[src/rtl/lr35902_mbc_pkg.sv]
`default_nettype none
// +----------------------------------------------------------------------------+
// | Package : lr35902_mbc_pkg                                                  |
// | Purpose : Shared types and constants for the MBC1 cartridge bank control.  |
// |           Register-select encoding (CPU adr[14:13]), bank sizes, the RAM   |
// |           enable key and the bank-1 zero-fix helper.                       |
// | Rev     : 1.0  initial release                                             |
// +----------------------------------------------------------------------------+
package lr35902_mbc_pkg;

  // Register selected by adr[14:13] of a write into 0x0000-0x7fff
  typedef enum logic [1:0] {
    MBC_RAMEN = 2'd0,
    MBC_BANK1 = 2'd1,
    MBC_BANK2 = 2'd2,
    MBC_MODE  = 2'd3
  } mbc_reg_t;

  localparam int         ROM_BANK_BYTES = 16384;
  localparam int         RAM_BANK_BYTES = 8192;
  localparam logic [3:0] RAM_EN_KEY     = 4'ha;

  // Bank 0 can never be mapped into the upper ROM window; the whole 5-bit
  // field is tested, so 0x20/0x40/0x60 become 0x21/0x41/0x61.
  function automatic logic [4:0] bank1_eff(input logic [4:0] bank1);
    return (bank1 == 5'd0) ? 5'd1 : bank1;
  endfunction

endpackage
`default_nettype wire

[src/rtl/lr35902_mbc1_regs.sv]
`default_nettype none
// +----------------------------------------------------------------------------+
// | Module  : lr35902_mbc1_regs                                                |
// | Purpose : MBC1 control registers. Commits exactly one register write per   |
// |           rising edge of the write strobe while cs_rom is selected.        |
// | Ports   : clk, reset_n (sync, active low)                                  |
// |           i_write   CPU write strobe (level)                               |
// |           i_cs_rom  ROM-area select (0x0000-0x7fff)                        |
// |           i_sel     CPU adr[14:13], picks the target register              |
// |           i_din     CPU write data                                         |
// |           o_ram_en, o_bank1[4:0], o_bank2[1:0], o_mode                     |
// | Rev     : 1.0  initial release                                             |
// +----------------------------------------------------------------------------+
module lr35902_mbc1_regs
  import lr35902_mbc_pkg::*;
(
  input  logic       clk,
  input  logic       reset_n,
  input  logic       i_write,
  input  logic       i_cs_rom,
  input  logic [1:0] i_sel,
  input  logic [7:0] i_din,
  output logic       o_ram_en,
  output logic [4:0] o_bank1,
  output logic [1:0] o_bank2,
  output logic       o_mode
);

  logic       r_write_q;
  logic       r_ram_en;
  logic [4:0] r_bank1;
  logic [1:0] r_bank2;
  logic       r_mode;

  logic       w_commit;
  mbc_reg_t   w_target;
  logic       w_unused_din;

  // Edge detect: a held strobe commits only on its first cycle. write_q is
  // cleared by reset, so a strobe held across reset release commits once.
  assign w_commit     = i_cs_rom & i_write & ~r_write_q;
  assign w_target     = mbc_reg_t'(i_sel);
  assign w_unused_din = ^i_din[7:5];

  always_ff @(posedge clk) begin
    if (!reset_n) begin
      r_write_q <= 1'b0;
      r_ram_en  <= 1'b0;
      r_bank1   <= 5'd0;
      r_bank2   <= 2'd0;
      r_mode    <= 1'b0;
    end else begin
      r_write_q <= i_write;
      if (w_commit) begin
        case (w_target)
          MBC_RAMEN: r_ram_en <= (i_din[3:0] == RAM_EN_KEY);
          MBC_BANK1: r_bank1  <= i_din[4:0];
          MBC_BANK2: r_bank2  <= i_din[1:0];
          MBC_MODE:  r_mode   <= i_din[0];
          default:   r_mode   <= r_mode;
        endcase
      end
    end
  end

  assign o_ram_en = r_ram_en;
  assign o_bank1  = r_bank1;
  assign o_bank2  = r_bank2;
  assign o_mode   = r_mode;

endmodule
`default_nettype wire

[src/rtl/lr35902_mbc1.sv]
`default_nettype none
// +----------------------------------------------------------------------------+
// | Module  : lr35902_mbc1                                                     |
// | Purpose : MBC1 cartridge bank controller. Latches bank/control writes to   |
// |           0x0000-0x7fff and maps CPU addresses onto physical cartridge     |
// |           ROM/RAM addresses. Outputs are combinational from adr + regs.    |
// | Params  : ROM_BANKS (2..128, power of 2), RAM_BANKS (0,1,2,4; 0 = no RAM)  |
// | Ports   : clk, reset_n (sync, active low)                                  |
// |           adr[15:0], din[7:0], write, cs_rom, cs_xram   (CPU side)         |
// |           rom_adr[20:0], ram_adr[14:0], ram_cs, ram_we, open_bus           |
// | Config  : LR35902_MBC1_MULTICART_EN - MBC1M wiring (bank1[4] not used for  |
// |           addressing; bank2 lands on bits [5:4] of the bank number)        |
// | Rev     : 1.0  initial release                                             |
// +----------------------------------------------------------------------------+
module lr35902_mbc1
  import lr35902_mbc_pkg::*;
#(
  parameter int ROM_BANKS = 128,
  parameter int RAM_BANKS = 4
) (
  input  logic        clk,
  input  logic        reset_n,
  input  logic [15:0] adr,
  input  logic [7:0]  din,
  input  logic        write,
  input  logic        cs_rom,
  input  logic        cs_xram,
  output logic [20:0] rom_adr,
  output logic [14:0] ram_adr,
  output logic        ram_cs,
  output logic        ram_we,
  output logic        open_bus
);

  localparam logic [20:0] c_ROM_MASK = 21'(ROM_BANKS * ROM_BANK_BYTES - 1);

  logic       w_ram_en;
  logic [4:0] w_bank1;
  logic [1:0] w_bank2;
  logic       w_mode;
  logic [4:0] w_bank1_eff;
  logic [6:0] w_upper_bank;
  logic [6:0] w_lower_bank;
  logic [6:0] w_rom_bank;
  logic [1:0] w_rbank;
  logic       w_unused_adr;

  lr35902_mbc1_regs u_regs (
    .clk      (clk),
    .reset_n  (reset_n),
    .i_write  (write),
    .i_cs_rom (cs_rom),
    .i_sel    (adr[14:13]),
    .i_din    (din),
    .o_ram_en (w_ram_en),
    .o_bank1  (w_bank1),
    .o_bank2  (w_bank2),
    .o_mode   (w_mode)
  );

  assign w_bank1_eff = bank1_eff(w_bank1);

`ifdef LR35902_MBC1_MULTICART_EN
  logic w_unused_b1;
  // Multicart boards route bank2 onto bank bits [5:4]; bank1[4] only feeds
  // the zero check.
  assign w_upper_bank = {1'b0, w_bank2, w_bank1_eff[3:0]};
  assign w_lower_bank = w_mode ? {1'b0, w_bank2, 4'b0000} : 7'd0;
  assign w_unused_b1  = w_bank1_eff[4];
`else
  assign w_upper_bank = {w_bank2, w_bank1_eff};
  assign w_lower_bank = w_mode ? {w_bank2, 5'b00000} : 7'd0;
`endif

  assign w_rom_bank   = adr[14] ? w_upper_bank : w_lower_bank;
  assign rom_adr      = {w_rom_bank, adr[13:0]} & c_ROM_MASK;
  assign w_rbank      = w_mode ? w_bank2 : 2'd0;
  assign w_unused_adr = adr[15];

  generate
    if (RAM_BANKS == 0) begin : g_no_ram
      logic w_unused_ram;
      assign w_unused_ram = ^{w_ram_en, w_rbank};
      assign ram_cs       = 1'b0;
      assign ram_adr      = 15'd0;
    end else begin : g_ram
      localparam logic [14:0] c_RAM_MASK = 15'(RAM_BANKS * RAM_BANK_BYTES - 1);
      assign ram_cs  = cs_xram & w_ram_en;
      assign ram_adr = {w_rbank, adr[12:0]} & c_RAM_MASK;
    end
  endgenerate

  assign ram_we   = ram_cs & write;
  assign open_bus = cs_xram & ~ram_cs;

endmodule
`default_nettype wire

[config.mk]
export PLATFORM = sky130hd
export DESIGN_NAME = lr35902_mbc1
export DESIGN_NICKNAME = d
export VERILOG_FILES = /design/src/rtl/lr35902_mbc_pkg.sv /design/src/rtl/lr35902_mbc1_regs.sv /design/src/rtl/lr35902_mbc1.sv
export SDC_FILE = /design/constraint.sdc
export NUM_CORES = 1
export LEC_CHECK = 0
export CAP_MARGIN = 15
export CORE_MARGIN = 1
export CORE_UTILIZATION = 32
export DETAILED_ROUTE_END_ITERATION = 10
export PLACE_DENSITY = 0.94
export SYNTH_ARGS = -nofsm -noshare
export SYNTH_HDL_FRONTEND = slang
export SYNTH_SLANG_ARGS = --single-unit
[constraint.sdc]
create_clock -name clk -period 1.6 [get_ports clk]
set_input_delay 0.4 -clock clk [delete_from_list [all_inputs] [get_ports clk]]
set_output_delay 0.4 -clock clk [all_outputs]
set_load 0.05 [all_outputs]
==> qor.yml <==
status:
  outcome: "complete, but fails checks"
  violations: "negative setup slack"
clock_network:
  cts_tree: "done"
  insertion_delay_ns: 0.27
  cts_root_buffer: "clkbuf_4"
  clockBufferDepth: 2
  htreeDepth: 1
  cts_sinks: 10
  path_clk_slew_ns: 0.07
  cts_made_buffers: 3
timing:
  relSlewSlack_pct: 74.5
  fmax_mhz: 597
  fin_crit_sh_pct: 105
  fin_ws_ns: -0.0753
  worstMarginPinSlew_ns: 0.382
  finalHoldViolCount: 0
  finalSetupTns_ns: -0.0753
  fin_worst_skew_ns: 0.00553
  rsz0062_at_grt: "true"
  min_period_ns: 1.68
  maxSlewViolCount: 0
  setup_viol: 1
run:
  maxCapViolCount: 0
synthesis:
  synth_edf_count: 0
  synthTopCellsByCount: "buf_4 (27), nand2_1 (14), dfxtp_1 (10), and2_1 (8), mux2i_1 (8)"
  ys_warn_count: 0
  synth_top_area_share_pct: 28.4
  synth_top_cell_by_area: "buf_4"
  ys_ff_latch: 10
  synthFlopType: "dfxtp_1"
  yosysMostFrequentCell: "buf_4"
  async_flop_share_pct: 0
  syn_nets: 115
  synth_cell_types: 20
  syn_inst: 86
  syn_area_per_cell_um2: 8.29
  ys_seq_area_share_pct: 28.1
  yosys-top-cells-area: "buf_4 (28%), dfxtp_1 (28%), mux2i_1 (11%)"
  mappedNetlistArea_um2: 713
placement:
  post-place-cells: 112
  gp_congestion: 0.832
  port_buffers: 24
  preCtsSetupSlack_ns: -0.200
setup_path:
  critPathCaptureType: "output port"
  critical_path_class: "register to output port"
  cp-start-kind: "register"
  path_max_fanout: 3
  crit_required_ns: 1.20
  worstPathArrival_ns: 1.28
cells_and_area:
  layout-drive-gt1-share_pct: 37.1
  fin_cells: 116
  syn_to_final_growth_pct: 40.5
  diodes: 0
  nFillCells: 191
  nets: 119
route:
  drt_iter0_drc: 7
  drt-pass1-iter-count: 4
  detail_route.vias_per_cell: 4.54
  via_count: 527
  ant_nets: 0
  wl_per_cell_um: 13.0
  drc: 0
  routed_wl_um: 1510
min_path:
  hp-class: "register to register"
die:
  pin_count: 68
  die_h_um: 49.2
  die-area_um2: 2420
  fp-row-count: 16
  initial_core_util_pct: 35.3
  fp.coreArea_um2: 2020
  die_w_um: 49.2
global_routing:
  track_usage_pct: 13.0
  overflow: 0
  grt_pass1_wl_um: 2370
  grt_pass1_vias: 554
  grt_max_degree: 12
  antenna_found_initial: 0
power_and_ir_drop:
  total_power_mw: 0.618
  ir_drop_mv: 0.381
  p_per_area_nw_per_um2: 616
  p_leak_nw: 0.420
through the flow:
stage | instance area (um2) | hold WS [ns] | utilization (%)
detailed placement | 940 | 0.453 | 46.5
global route | 1000 | 0.499 | 49.6
CTS | 992 | 0.464 | 49.1
finish | 1000 | 0.461 | 49.6
floorplan | 716 | 0.435 | -
global placement | 940 | 0.444 | 46.5
worst paths after layout:
check	from	endpoint	slack (ns)	cells after the start
min reg2reg	u_regs.o_bank1[0]	u_regs.o_bank1[0]	0.46	2
max	u_regs.o_bank1[3]	rom_adr[14]	-0.08	4
min	u_regs.o_bank1[0]	u_regs.o_bank1[0]	0.46	2
max reg2reg	u_regs.r_write_q	u_regs.o_bank1[4]	0.48	3
flip-flops by register name (all words and copies together), names as in the netlist:
name and count:
u_regs.r_write_q 1, u_regs.o_ram_en 1, u_regs.o_mode 1, u_regs.o_bank2 2, u_regs.o_bank1 5
final cells by class:
type                       instances  area, um2  area share (%)
sequential                        10        203            20.2
timing repair buffer              29        404            40.3
inverter                           1       3.75           0.375
multi-input combinational         45        322            32.1
tap                               27       33.8            3.37
clock buffer                       4       36.3            3.62
critical path: stages, from the launching register on:
cell,delay (ns)
dfxtp_2,0.34
nor4_4,0.27
nor2_1,0.08
nor2_2,0.16
buf_12,0.15
cells by family after synthesis:
family                 share of synthesized area, %
muxes                                          11.2
AOI/OAI and AO/OA                              4.21
DFF                                            28.1
and+or+nand+nor                                25.4
buffers and inverters                          31.1
repair_timing:
item                                    4_1_cts  5_1_grt
hold buffers                                  0        0
gates resized for setup                       9        2
buffers inserted                              0        0
pin swaps                                     0        2
endpoints found under the setup margin       10        1
cell usage in the layout (no fill, tap or decap), types with 3 or more instances in the layout:
cell / count
clkdlybuf4s50_1: 8
and2_1: 6
clkbuf_4: 3
buf_12: 13
buf_4: 5
nand2_1: 14
mux2i_1: 8
dlygate4sd2_1: 3
dfxtp_1: 8
metal layers:
layer / up-vias / track usage (%) / share of wire [%]
met5: - / 0 / 0
met4: 0 / 9.31 / 4.7
met3: 12 / 3.74 / 8.8
met2: 22 / 22.8 / 53
met1: 237 / 12.8 / 34
li1: 256 / - / -
power by group:
group / internal (mW) / switching (mW) / leakage, nW
Combinational: 0.0672 / 0.0602 / 0.317
Clock: 0.138 / 0.0934 / 0.0210
Sequential: 0.254 / 0.00422 / 0.0820
No activity file was read; power rests on OpenSTA's default activity.
